<file path="src/rtl/i2s_rx_capture_if.sv">
// i2s_rx_capture_if: I2S pins plus the captured-sample stream between the receiver and its consumer.
interface i2s_rx_capture_if #(parameter int OUT_WIDTH = 16);
  logic i2s_clk;
  logic i2s_ws;
  logic i2s_sd;
  logic [OUT_WIDTH-1:0] sample_data;
  logic sample_valid;
  logic sample_ready;
  logic overrun;
  logic overrun_clr;
  modport master (
    output i2s_clk, i2s_ws, sample_data, sample_valid, overrun,
    input  i2s_sd, sample_ready, overrun_clr
  );
  modport slave (
    input  i2s_clk, i2s_ws, sample_data, sample_valid, overrun,
    output i2s_sd, sample_ready, overrun_clr
  );
endinterface

</file>
<file path="src/rtl/i2s_rx_capture.sv">
// i2s_rx_capture: master-mode I2S receiver; generates SCK/WS, deserialises one slot, streams truncated PCM.
module i2s_rx_capture #(
  parameter int CLK_DIV   = 8,
  parameter int DATA_SIZE = 24,
  parameter int OUT_WIDTH = 16,
  parameter bit CHANNEL   = 1'b0
) (
  input logic clk,
  input logic rst_n,
  input logic en,
  i2s_rx_capture_if.master bus
);
  localparam int CW = $clog2(CLK_DIV);
  logic sd_s1_q, sd_s2_q;
  logic [CW-1:0] div_q, div_d;
  logic sck_q, sck_d, ws_q, ws_d;
  logic [5:0] pos_q, pos_d;
  logic [DATA_SIZE-1:0] sh_q, sh_d;
  logic done_q, done_d;
  logic [OUT_WIDTH-1:0] data_q, data_d;
  logic valid_q, valid_d, ovr_q, ovr_d;
  logic tick, rise, fall, slot;
  logic [4:0] b;
  always_comb begin
    tick    = en && div_q == CW'(CLK_DIV - 1);
    rise    = tick && !sck_q;
    fall    = tick && sck_q;
    b       = pos_q[4:0];
    slot    = rise && pos_q[5] == CHANNEL;
    div_d   = (!en || tick) ? '0 : div_q + 1'b1;
    sck_d   = en && (tick ? !sck_q : sck_q);
    pos_d   = !en ? '0 : fall ? pos_q + 6'd1 : pos_q;
    ws_d    = pos_d[5];
    // bit 0 of the slot is the I2S one-bit delay; bits past DATA_SIZE are tristated by the mic
    sh_d    = (!en || (slot && b == 5'd0)) ? '0
            : (slot && b <= 5'(DATA_SIZE)) ? {sh_q[DATA_SIZE-2:0], sd_s2_q} : sh_q;
    done_d  = slot && b == 5'(DATA_SIZE);
    data_d  = done_q ? sh_q[DATA_SIZE-1 -: OUT_WIDTH] : data_q;
    valid_d = done_q || (valid_q && !bus.sample_ready);
    ovr_d   = (done_q && valid_q && !bus.sample_ready) || (ovr_q && !bus.overrun_clr);
  end
  always_ff @(posedge clk or negedge rst_n) begin
    if (!rst_n) begin
      sd_s1_q <= 1'b0;
      sd_s2_q <= 1'b0;
      div_q   <= '0;
      sck_q   <= 1'b0;
      ws_q    <= 1'b0;
      pos_q   <= '0;
      sh_q    <= '0;
      done_q  <= 1'b0;
      data_q  <= '0;
      valid_q <= 1'b0;
      ovr_q   <= 1'b0;
    end else begin
      sd_s1_q <= bus.i2s_sd;
      sd_s2_q <= sd_s1_q;
      div_q   <= div_d;
      sck_q   <= sck_d;
      ws_q    <= ws_d;
      pos_q   <= pos_d;
      sh_q    <= sh_d;
      done_q  <= done_d;
      data_q  <= data_d;
      valid_q <= valid_d;
      ovr_q   <= ovr_d;
    end
  end
  assign bus.i2s_clk      = sck_q;
  assign bus.i2s_ws       = ws_q;
  assign bus.sample_data  = data_q;
  assign bus.sample_valid = valid_q;
  assign bus.overrun      = ovr_q;
endmodule
</file>
<file path="src/flat_wrapper.sv">
// flat-port wrapper written by rule: the top's interface ports become plain ports
module i2s_rx_capture_flat 
#(
  parameter int CLK_DIV   = 8,
  parameter int DATA_SIZE = 24,
  parameter int OUT_WIDTH = 16,
  parameter bit CHANNEL   = 1'b0
)
  (clk, rst_n, en, bus_i2s_clk, bus_i2s_ws, bus_sample_data, bus_sample_valid, bus_overrun, bus_i2s_sd, bus_sample_ready, bus_overrun_clr);
  i2s_rx_capture_if #(.OUT_WIDTH(OUT_WIDTH)) bus_i ();
  input logic clk;
  input logic rst_n;
  input logic en;
  output wire logic [$bits(bus_i.i2s_clk)-1:0] bus_i2s_clk;
  output wire logic [$bits(bus_i.i2s_ws)-1:0] bus_i2s_ws;
  output wire logic [$bits(bus_i.sample_data)-1:0] bus_sample_data;
  output wire logic [$bits(bus_i.sample_valid)-1:0] bus_sample_valid;
  output wire logic [$bits(bus_i.overrun)-1:0] bus_overrun;
  input wire logic [$bits(bus_i.i2s_sd)-1:0] bus_i2s_sd;
  input wire logic [$bits(bus_i.sample_ready)-1:0] bus_sample_ready;
  input wire logic [$bits(bus_i.overrun_clr)-1:0] bus_overrun_clr;
  assign bus_i2s_clk = bus_i.i2s_clk;
  assign bus_i2s_ws = bus_i.i2s_ws;
  assign bus_sample_data = bus_i.sample_data;
  assign bus_sample_valid = bus_i.sample_valid;
  assign bus_overrun = bus_i.overrun;
  assign bus_i.i2s_sd = bus_i2s_sd;
  assign bus_i.sample_ready = bus_sample_ready;
  assign bus_i.overrun_clr = bus_overrun_clr;
  i2s_rx_capture #(.CLK_DIV(CLK_DIV), .DATA_SIZE(DATA_SIZE), .OUT_WIDTH(OUT_WIDTH), .CHANNEL(CHANNEL)) u_core (.clk(clk), .rst_n(rst_n), .en(en), .bus(bus_i));
endmodule
</file>
<file path="config.mk">
export PLATFORM = sky130hd
export DESIGN_NAME = i2s_rx_capture_flat
export DESIGN_NICKNAME = d
export VERILOG_FILES = /design/src/rtl/i2s_rx_capture_if.sv /design/src/rtl/i2s_rx_capture.sv /design/src/flat_wrapper.sv
export SDC_FILE = /design/constraint.sdc
export NUM_CORES = 1
export LEC_CHECK = 0
export BUFFER_PORTS_ARGS = -buffer_cell sky130_fd_sc_hd__buf_2
export CORE_MARGIN = 3
export CORE_UTILIZATION = 60
export CTS_BUF_LIST = sky130_fd_sc_hd__clkbuf_4 sky130_fd_sc_hd__clkbuf_8
export DETAILED_ROUTE_END_ITERATION = 10
export PLACE_DENSITY_LB_ADDON = 0.05
export SLEW_MARGIN = 20
export SYNTH_ARGS = -nofsm -noshare
export SYNTH_HDL_FRONTEND = slang
export SYNTH_SLANG_ARGS = --single-unit
</file>
<file path="constraint.sdc">
create_clock -name clk -period 2.46 [get_ports clk]
set_input_delay 0.369 -clock clk [delete_from_list [all_inputs] [get_ports clk]]
set_output_delay 0.369 -clock clk [all_outputs]
set_load 0.05 [all_outputs]
</file>
==> results of run 1 <==
metrics by stage:
stage | power [W] | hold WS [ps] | std cells | setup WS (ps) | util, %
3_5_place_dp | 0.000978 | 352 | 260 | 357 | 67.0
5_1_grt | 0.00172 | 154 | 268 | 183 | 70.7
2_1_floorplan | 0.000950 | 73.4 | 194 | 607 | -
4_1_cts | 0.00168 | 152 | 268 | 333 | 70.7
6_report | 0.00166 | 164 | 268 | 365 | 70.7
3_3_place_gp | 0.000975 | 348 | 260 | 522 | 67.0
kinds of logic (layout without fill, tap and decap cells):
family | after synthesis | after routing | share of synthesized area, %
buffers and inverters | 14 | 40 | 3.73
AO/OA/AOI/OAI | 31 | 31 | 11.6
adder cells (fa/ha/maj) | 6 | 6 | 3.20
multiplexers | 17 | 17 | 8.11
XOR/XNOR | 4 | 4 | 1.49
flip-flops | 55 | 55 | 58.7
AND/OR/NAND/NOR | 67 | 67 | 13.2
path summary, 6_finish.rpt:
path                                      start                         end  slack (ps)  depth (start not counted)
min in group asynchronous                 rst_n  u_core.bus.sample_data[12]         170                          2
worst max register to register  u_core.div_q[0]              u_core.sh_q[2]         370                          8
max in group asynchronous                 rst_n             u_core.pos_q[0]        1860                          2
worst max-delay path            u_core.div_q[0]              u_core.sh_q[2]         370                          8
worst min register to register   u_core.sd_s1_q              u_core.sd_s2_q         370                          0
worst min-delay path                 bus_i2s_sd              u_core.sd_s1_q         160                          1
flip-flops by register name (all words and copies together), names as in the netlist:
name and cells:
u_core.bus.i2s_clk 1, u_core.bus.overrun 1, u_core.bus.sample_data 16, u_core.bus.sample_valid 1, u_core.div_q 3, u_core.done_q 1, u_core.pos_q 6, u_core.sd_s1_q 1
u_core.sd_s2_q 1, u_core.sh_q 24
area by class of cell:
type,instances,area (µm²)
Clock inverter,2,60.1
Tap cell,48,60.1
Sequential cell,55,1380
Multi-Input combinational cell,125,882
Clock buffer,6,76.3
Fill cell,259,1090
Inverter,5,18.8
Timing Repair Buffer,27,153
per-layer routing:
metal / vias up / share of wire, % / GRT usage [%]
li1: 693 / - / -
met1: 686 / 44 / 20.1
met2: 24 / 50 / 30.8
met3: 7 / 4.3 / 5.35
met4: 0 / 1.5 / 7.20
met5: - / 0 / 0
report_power, final:
group	leakage, nW	internal [W]	total, W	switching, W
Combinational	0.435	0.0000128	0.0000462	0.0000334
Clock	0.0688	0.000418	0.000701	0.000284
Sequential	0.762	0.000909	0.000911	0.00000231
Total	1.27	0.00134	0.00166	0.000319
placed cells by master (no fill, tap or decap), drive strengths merged, types with 4 or more instances in the layout:
cell     n
clkbuf   6
mux2    16
buf     27
a21oi   24
inv      5
nand2   51
nor2b    4
ha       6
and2     5
dfrtp   55
worst max-delay path: cells and delay by family (launching register included):
family | cells | cell delay (ps)
AO/OA/AOI/OAI | 2 | 610
adder cells (fa/ha/maj) | 3 | 490
flip-flops | 1 | 370
AND/OR/NAND/NOR | 3 | 540
==> impl_results.md, run 1 <==
* Register bit total from synthesis at 55
* Global route overflow at 0
* Drt first pass iters at 4
* Syn Area/Cell at between 10 and 15 µm²
* Layout cells sized above 1 at 35.5%
* Clock transition at path regs at 90 ps
* Cell Pwr Density at 632 mW/mm²
* Max Clock Freq at 0.477 GHz
* Min cycle time layout at 2090 ps
* DR iter-0 viols at 123
* Leakage at 1.27 nW
* Post-synth top cells: 55 x dfrtp_1, 49 x nand2_1, 20 x a21oi_2
* Detail Placement HPWL at roughly 2500 µm
* Ports at 26
* H-tree depth at 2
* Placed instance area at between 0.002 and 0.0025 mm²
* Post-synthesis sequential area ratio at between 50 and 60%
* Syn_nets at 206
* Die width at 68.5 µm
* CTS Hold Bufs at 0
* Final setup viols at 0
* Final hold viol count at 0
* Slew @ Worst Pin at 727 ps
* Die area at ~0.0047 mm²
* CTS Root Cell: clkbuf_8
* First-pass GRT wire length at 6020 µm
* CTS Buffer Depth at 2
* Clock sink total at 55
* Post-route ant nets at 0
* Arrival time at the worst endpoint at 2330 ps
* CP required at about 2700 ps
* Clock skew at 6.62 ps
* Largest net degree at the start of global routing at 56
* CP Capture Type: flip-flop
* Status: completed
* Area Overhead vs Synth at 11.9%
* Startpoint Class: flip-flop
* Crit Path Max Fanout at 24
* RSZ-0062 raised after global routing: false
* VDD IR-drop max at 401 µV
* Synth warnings at 0
* Synth top area share at between 50% and 60%
* Slowest stage delay, CP at 470 ps
* Clock latency at the later pin of the worst-skew pair at 310 ps
* Most used cell, CP: ha_1
* Layout Nets at 231
* Synth Cell Area at 0.00235 mm²
* Final Cycle Share at a little under nine tenths
* Die H at 68.5 µm
* CTS buffer count at 5
* Fin area at approximately 0.0026 mm²
* Crit path cell chain: ha_1 > ha_1 > and2_1 > ha_1 > nor2b_2 > o21a_2 > nand2_1 > a21oi_2
* Setup bufs post-CTS at 0
* PortBufs at 25
* DRC at 0
* HP Class: in2reg
* Ys flop type: dfrtp_1
* DR WL/cell at 14.2 µm
* Synth Instances at 194
* CTS tree: yes
* Via Count at 1,410
* Slew Viols, Final at 0
* Worst slew margin at 51.5%
* Rows at 22
* Netlist cell types at 30
* N_diodes at 0
* Post-synth EDFFs at 0
* GRT Total Usage at 17.7%
* Largest area contributor in the netlist: dfrtp_1
* Crit Path Category: reg2reg
* Final WL at 3800 µm
* Initial core utilization at 63.1%
* Largest cells by area after synthesis: dfrtp_1 59%, nand2_1 7.8%, mux2_2 7.7%, a21oi_2 7.5%, ha_1 3.2%
* Vias in the first global route at 1,396
* Critical-path top delay cell: o21a_2
* CTS resizes at 0
* Routability cong. at 0.745
* Vias/cell at between 5 and 6
* Max_cap viols at 0
* Initial antenna violation count at 0
* FFs w/ async S/R, synth at 100%
* Setup TNS at 0 ps
* Core area at 0.00372 mm²
* Most frequent cell after synthesis: dfrtp_1
Note: power is estimated with default switching activity, not from simulation.
==> inputs of run 2 (changes only) <==
--- a/config.mk
+++ b/config.mk
@@ -10,6 +10,7 @@
 export CORE_UTILIZATION = 60
 export CTS_BUF_LIST = sky130_fd_sc_hd__clkbuf_4 sky130_fd_sc_hd__clkbuf_8
 export DETAILED_ROUTE_END_ITERATION = 10
+export GPL_TIMING_DRIVEN = 0
 export PLACE_DENSITY_LB_ADDON = 0.05
 export SLEW_MARGIN = 20
 export SYNTH_ARGS = -nofsm -noshare
==> impl_results.md, run 2 (synthesized netlist as in run 1, its figures left out) <==
* Status: completed
* Rows at 22
* Total Power at roughly 0.0014 W
* Most used cell, CP: ha_1
* R2r endpoint: u_core.sh_q[15]
* VDD IR-drop max at 443 µV
* Post-Place Worst Slack at ~200 ps
* GRT Total Usage at between 10% and 20%
* Drt first pass iters at 4
* Min cycle time layout at 2130 ps
* Commonest non-fill, non-tap cell in the layout: dfrtp_1
* HP Class: in2async
* Critical-path top delay cell: dfrtp_1
* DR iter-0 viols at 84
* Cell Pwr Density at approximately 550 mW/mm²
* Core area at 0.00372 mm²
* Arrival time at the worst endpoint at 2320 ps
* CP required at between 2000 and 3000 ps
* Largest net degree at the start of global routing at 36
* Largest register FFs at 24
* Vias in the first global route at 1,388
* Register Area at between 0.001 and 0.0015 mm²
* Via Count at 1,440
* CTS buffer count at 5
* CTS tree: yes
* Initial antenna violation count at 0
* Max Clock Freq at about 0.47 GHz
* Ports at 26
* Global route overflow at 0
* N_diodes at 0
* Layout Nets at 239
* DRC at 0
* DR WL/cell at about 13 µm
* Worst setup margin at 333 ps
* CTS Root Cell: clkbuf_8
* Final Cycle Share at 86.4%
* Detail Placement HPWL at 2710 µm
* Setup TNS at 0 ps
* Worst Reg-to-Reg Cells at 9
* First-pass GRT wire length at 6300 µm
* Slew @ Worst Pin at 473 ps
* Final WL at 3690 µm
* Crit path cell chain: ha_1 > ha_1 > and2_1 > ha_1 > nor2b_2 > nand2_2 > o31ai_4 > buf_6 > a21oi_2
* CTS Buffer Depth at 2
* Die H at 68.5 µm
* Routability cong. at 0.768
* Area Overhead vs Synth at 12.5%
* Slowest stage delay, CP at between 300 and 400 ps
* Post-Place Cells at ~270
* Worst flop-to-flop path startpoint: u_core.div_q[0]
* Leakage at 1.28 nW
* Die width at 68.5 µm
* Die area at about 0.0047 mm²
* WHS at roughly 12 ps
* Crit Path Max Fanout at 10
* H-tree depth at 2
* Layout cells sized above 1 at 37.3%
* CTS resizes at 0
* Slew Viols, Final at 0
* PortBufs at 25
* RSZ-0062 raised after global routing: false
* CTS Hold Bufs at 0
* Clock transition at path regs at 90 ps
* Initial core utilization at 63.1%
* Fin cells at 276
* Reg2reg setup slack at 330 ps
* Crit Path Category: reg2reg
* Final setup viols at 0
* Clock sink total at 55
* Final hold viol count at 0
* Vias/cell at 5.22
* Startpoint Class: flip-flop
* Setup bufs post-CTS at 0
* Fillers at 271
* Largest reg by FF count: u_core.sh_q
* Post-route ant nets at 0
* Max_cap viols at 0
* Worst slew margin at 68.5%
* CP Capture Type: flip-flop
* Commonest non-fill, non-tap cells in the layout: 55 x dfrtp_1, 49 x nand2_1, 29 x buf_2
* Area occupied by multi-input gates at approximately 880 µm²
* Clock skew at 6.75 ps
* Clock latency at the later pin of the worst-skew pair at 300 ps
-- run 2: final cells by class --
| cell class | instances | share of cell area [%] |
|---|---|---|
| sequential | 55 | 52.1 |
| clock buffer | 6 | 2.89 |
| inverter | 5 | 0.711 |
| multi-input combinational | 125 | 33.4 |
| tap | 48 | 2.27 |
| clock inverter | 2 | 0.474 |
| timing repair buffer | 26 | 5.50 |
| buffer | 9 | 2.61 |
-- run 2: critical path: cells and delay by family (launching register included) --
family / cells / cell delay, ps
AND/OR/NAND/NOR: 3 / 530
AO/OA/AOI/OAI: 2 / 380
flip-flops: 1 / 360
buffers and inverters: 1 / 230
adder cells (fa/ha/maj): 3 / 520
-- run 2: where the power goes --
| group | switching, W | internal (W) | total [W] |
|---|---|---|---|
| combinational | 0.0000347 | 0.0000157 | 0.0000504 |
| sequential | 0.00000233 | 0.000909 | 0.000911 |
| clock | 0.000268 | 0.000210 | 0.000479 |
-- run 2: worst max path at each step --
stage | start | cells after the start | slack (ps) | to
5_1_grt | u_core.div_q[0] | 9 | 190 | u_core.sh_q[18]
3_3_place_gp | en | 9 | 280 | u_core.sh_q[12]
2_1_floorplan | u_core.div_q[0] | 9 | 610 | u_core.sh_q[0]
3_5_place_dp | en | 9 | 200 | u_core.sh_q[15]
4_1_cts | u_core.div_q[0] | 9 | 300 | u_core.sh_q[15]
6_report | u_core.div_q[0] | 9 | 330 | u_core.sh_q[15]
-- run 2: through the flow --
| step | cell area (µm²) | utilization (%) |
|---|---|---|
| after floorplan | 2350 | - |
| after global placement | 2530 | 68.1 |
| after detailed placement | 2550 | 68.7 |
| after CTS | 2640 | 71.0 |
| after global routing | 2640 | 71.0 |
| final | 2640 | 71.0 |
-- run 2: routing by layer --
metal	global-route usage, %	vias to the layer above	routed length, µm
met5	0	-	0
met4	6.70	0	55
met3	3.89	6	163
met2	30.4	29	1870
met1	23.6	695	1610
li1	-	710	-
==> inputs of run 3 (changes only) <==
--- a/config.mk
+++ b/config.mk
@@ -7,7 +7,7 @@
 export LEC_CHECK = 0
 export BUFFER_PORTS_ARGS = -buffer_cell sky130_fd_sc_hd__buf_2
 export CORE_MARGIN = 3
-export CORE_UTILIZATION = 60
+export CORE_UTILIZATION = 64
 export CTS_BUF_LIST = sky130_fd_sc_hd__clkbuf_4 sky130_fd_sc_hd__clkbuf_8
 export DETAILED_ROUTE_END_ITERATION = 10
 export GPL_TIMING_DRIVEN = 0
==> constraint.sdc (replaced) <==
create_clock -name clk -period 2.6 [get_ports clk]
set_input_delay 0.39 -clock clk [delete_from_list [all_inputs] [get_ports clk]]
set_output_delay 0.39 -clock clk [all_outputs]
set_load 0.05 [all_outputs]
==> impl_results.md, run 3 (synthesized netlist as in run 1, its figures left out) <==
* Commonest non-fill, non-tap cell in the layout: dfrtp_1
* Max_cap viols at 0
* N_diodes at 0
* Slew Viols, Final at 0
* Via Count at 1,470
* PortBufs at 25
* DR WL/cell at 14.7 µm
* Post-Place Cells at 265
* Arrival time at the worst endpoint at 2310 ps
* Max Clock Freq at 0.473 GHz
* Slew @ Worst Pin at 654 ps
* GRT Total Usage at 20.9%
* Reg2reg setup slack at ~490 ps
* Die H at around 67 µm
* Final WL at 4010 µm
* Final core occ at 77.0%
* Drt first pass iters at 5
* Initial antenna violation count at 0
* Setup TNS at 0 ps
* Clock latency at the later pin of the worst-skew pair at 300 ps
* Rows at 21
* Routability cong. at 0.731
* H-tree depth at 2
* RSZ-0062 raised after global routing: false
* Largest net degree at the start of global routing at 56
* DR iter-0 viols at 82
* Die area at 0.00443 mm²
* Cell Pwr Density at 557 mW/mm²
* Largest reg by FF count: u_core.sh_q
* Area Overhead vs Synth at 12.9%
* Fillers at 227
* HP Class: in2async
* Worst flop-to-flop path startpoint: u_core.div_q[0]
* Status: completed
* Crit Path Category: reg2reg
* CTS tree: yes
* Clock skew at 6.66 ps
* Ports at 26
* Fin cells at 273
* CP Capture Type: flip-flop
* Final Cycle Share at between 80% and 90%
* Layout Nets at 238
* Worst slew margin at 56.4%
* Vias/cell at 5.38
* Detail Placement HPWL at 2920 µm
* Global route overflow at 0
* CP required at around 2800 ps
* Vias in the first global route at 1,473
* Final hold viol count at 0
* Final setup viols at 0
* Commonest non-fill, non-tap cells in the layout: 55 x dfrtp_1, 49 x nand2_1, 28 x buf_2
* Clock sink total at 55
* Core area at 0.00344 mm²
* Clock transition at path regs at approximately 90 ps
* VDD IR-drop max at 433 µV
* Initial core utilization at roughly 68%
* CTS Buffer Depth at 2
* CTS resizes at 0
* CTS Hold Bufs at 0
* Layout cells sized above 1 at 37.0%
* Setup bufs post-CTS at 0
* CTS buffer count at 5
* R2r endpoint: u_core.sh_q[3]
* First-pass GRT wire length at 6760 µm
* Largest register FFs at 24
* Min cycle time layout at 2110 ps
* DRC at 0
* Die width at 66.5 µm
* Crit Path Max Fanout at 10
* WHS at roughly 110 ps
* Post-route ant nets at 0
* Startpoint Class: flip-flop
* Leakage at 1.29 nW
* Worst Reg-to-Reg Cells at 9
* CTS Root Cell: clkbuf_8
==> run 3: changes by cell type in the layout (fill, tap and decap cells not counted), sizes merged <==
cell / previous run / this run
bufinv: 0 / 1
clkinvlp: 1 / 0
buf: 34 / 33
==> run 3: worst max-delay path by stage <==
stage | slack [ps] | startpoint | to | depth (start not counted)
3_3_place_gp | 400 | en | u_core.sh_q[12] | 9
3_5_place_dp | 330 | en | u_core.sh_q[12] | 9
2_1_floorplan | 750 | u_core.div_q[0] | u_core.sh_q[0] | 9
5_1_grt | 340 | u_core.div_q[0] | u_core.sh_q[4] | 9
6_report | 490 | u_core.div_q[0] | u_core.sh_q[3] | 9
4_1_cts | 470 | u_core.div_q[0] | u_core.sh_q[0] | 9
==> run 3: cell type report <==
cell class | count | area [µm²] | area share, %
multi-input cells | 125 | 882 | 33.3
repair buffers | 25 | 128 | 4.82
plain buffers | 9 | 68.8 | 2.60
inverters | 5 | 18.8 | 0.709
clock buffers | 6 | 82.6 | 3.12
well taps | 46 | 57.6 | 2.17
flip-flops and latches | 55 | 1380 | 52.0
clock inverters | 2 | 35.0 | 1.32
==> run 3: per-stage QoR <==
stage               power (W)  instance area (µm²)  setup WS [ps]
floorplan            0.000899                 2350            747
global route          0.00153                 2650            344
finish                0.00148                 2650            487
global placement     0.000922                 2530            397
detailed placement   0.000926                 2530            333
CTS                   0.00149                 2650            466
==> run 3: critical path: stages (launching register included) <==
cell	delay, ps
dfrtp_1	360
ha_1	150
ha_1	190
and2_1	170
ha_1	150
nor2b_2	250
nand2_2	110
o31ai_4	330
buf_6	230
a21oi_2	50
==> run 3: layer usage <==
layer | part of all wire (%) | global-route usage, %
met3 | 4.7 | 5.56
met4 | 1.8 | 9.90
met5 | 0 | 0
met2 | 52 | 36.9
met1 | 41 | 23.2
==> run 3: where the power goes <==
| group | total (W) | internal, W | switching, W |
|---|---|---|---|
| combinational | 0.0000451 | 0.0000125 | 0.0000326 |
| clock | 0.000569 | 0.000312 | 0.000257 |
| sequential | 0.000862 | 0.000860 | 0.00000196 |
| total | 0.00148 | 0.00118 | 0.000292 |
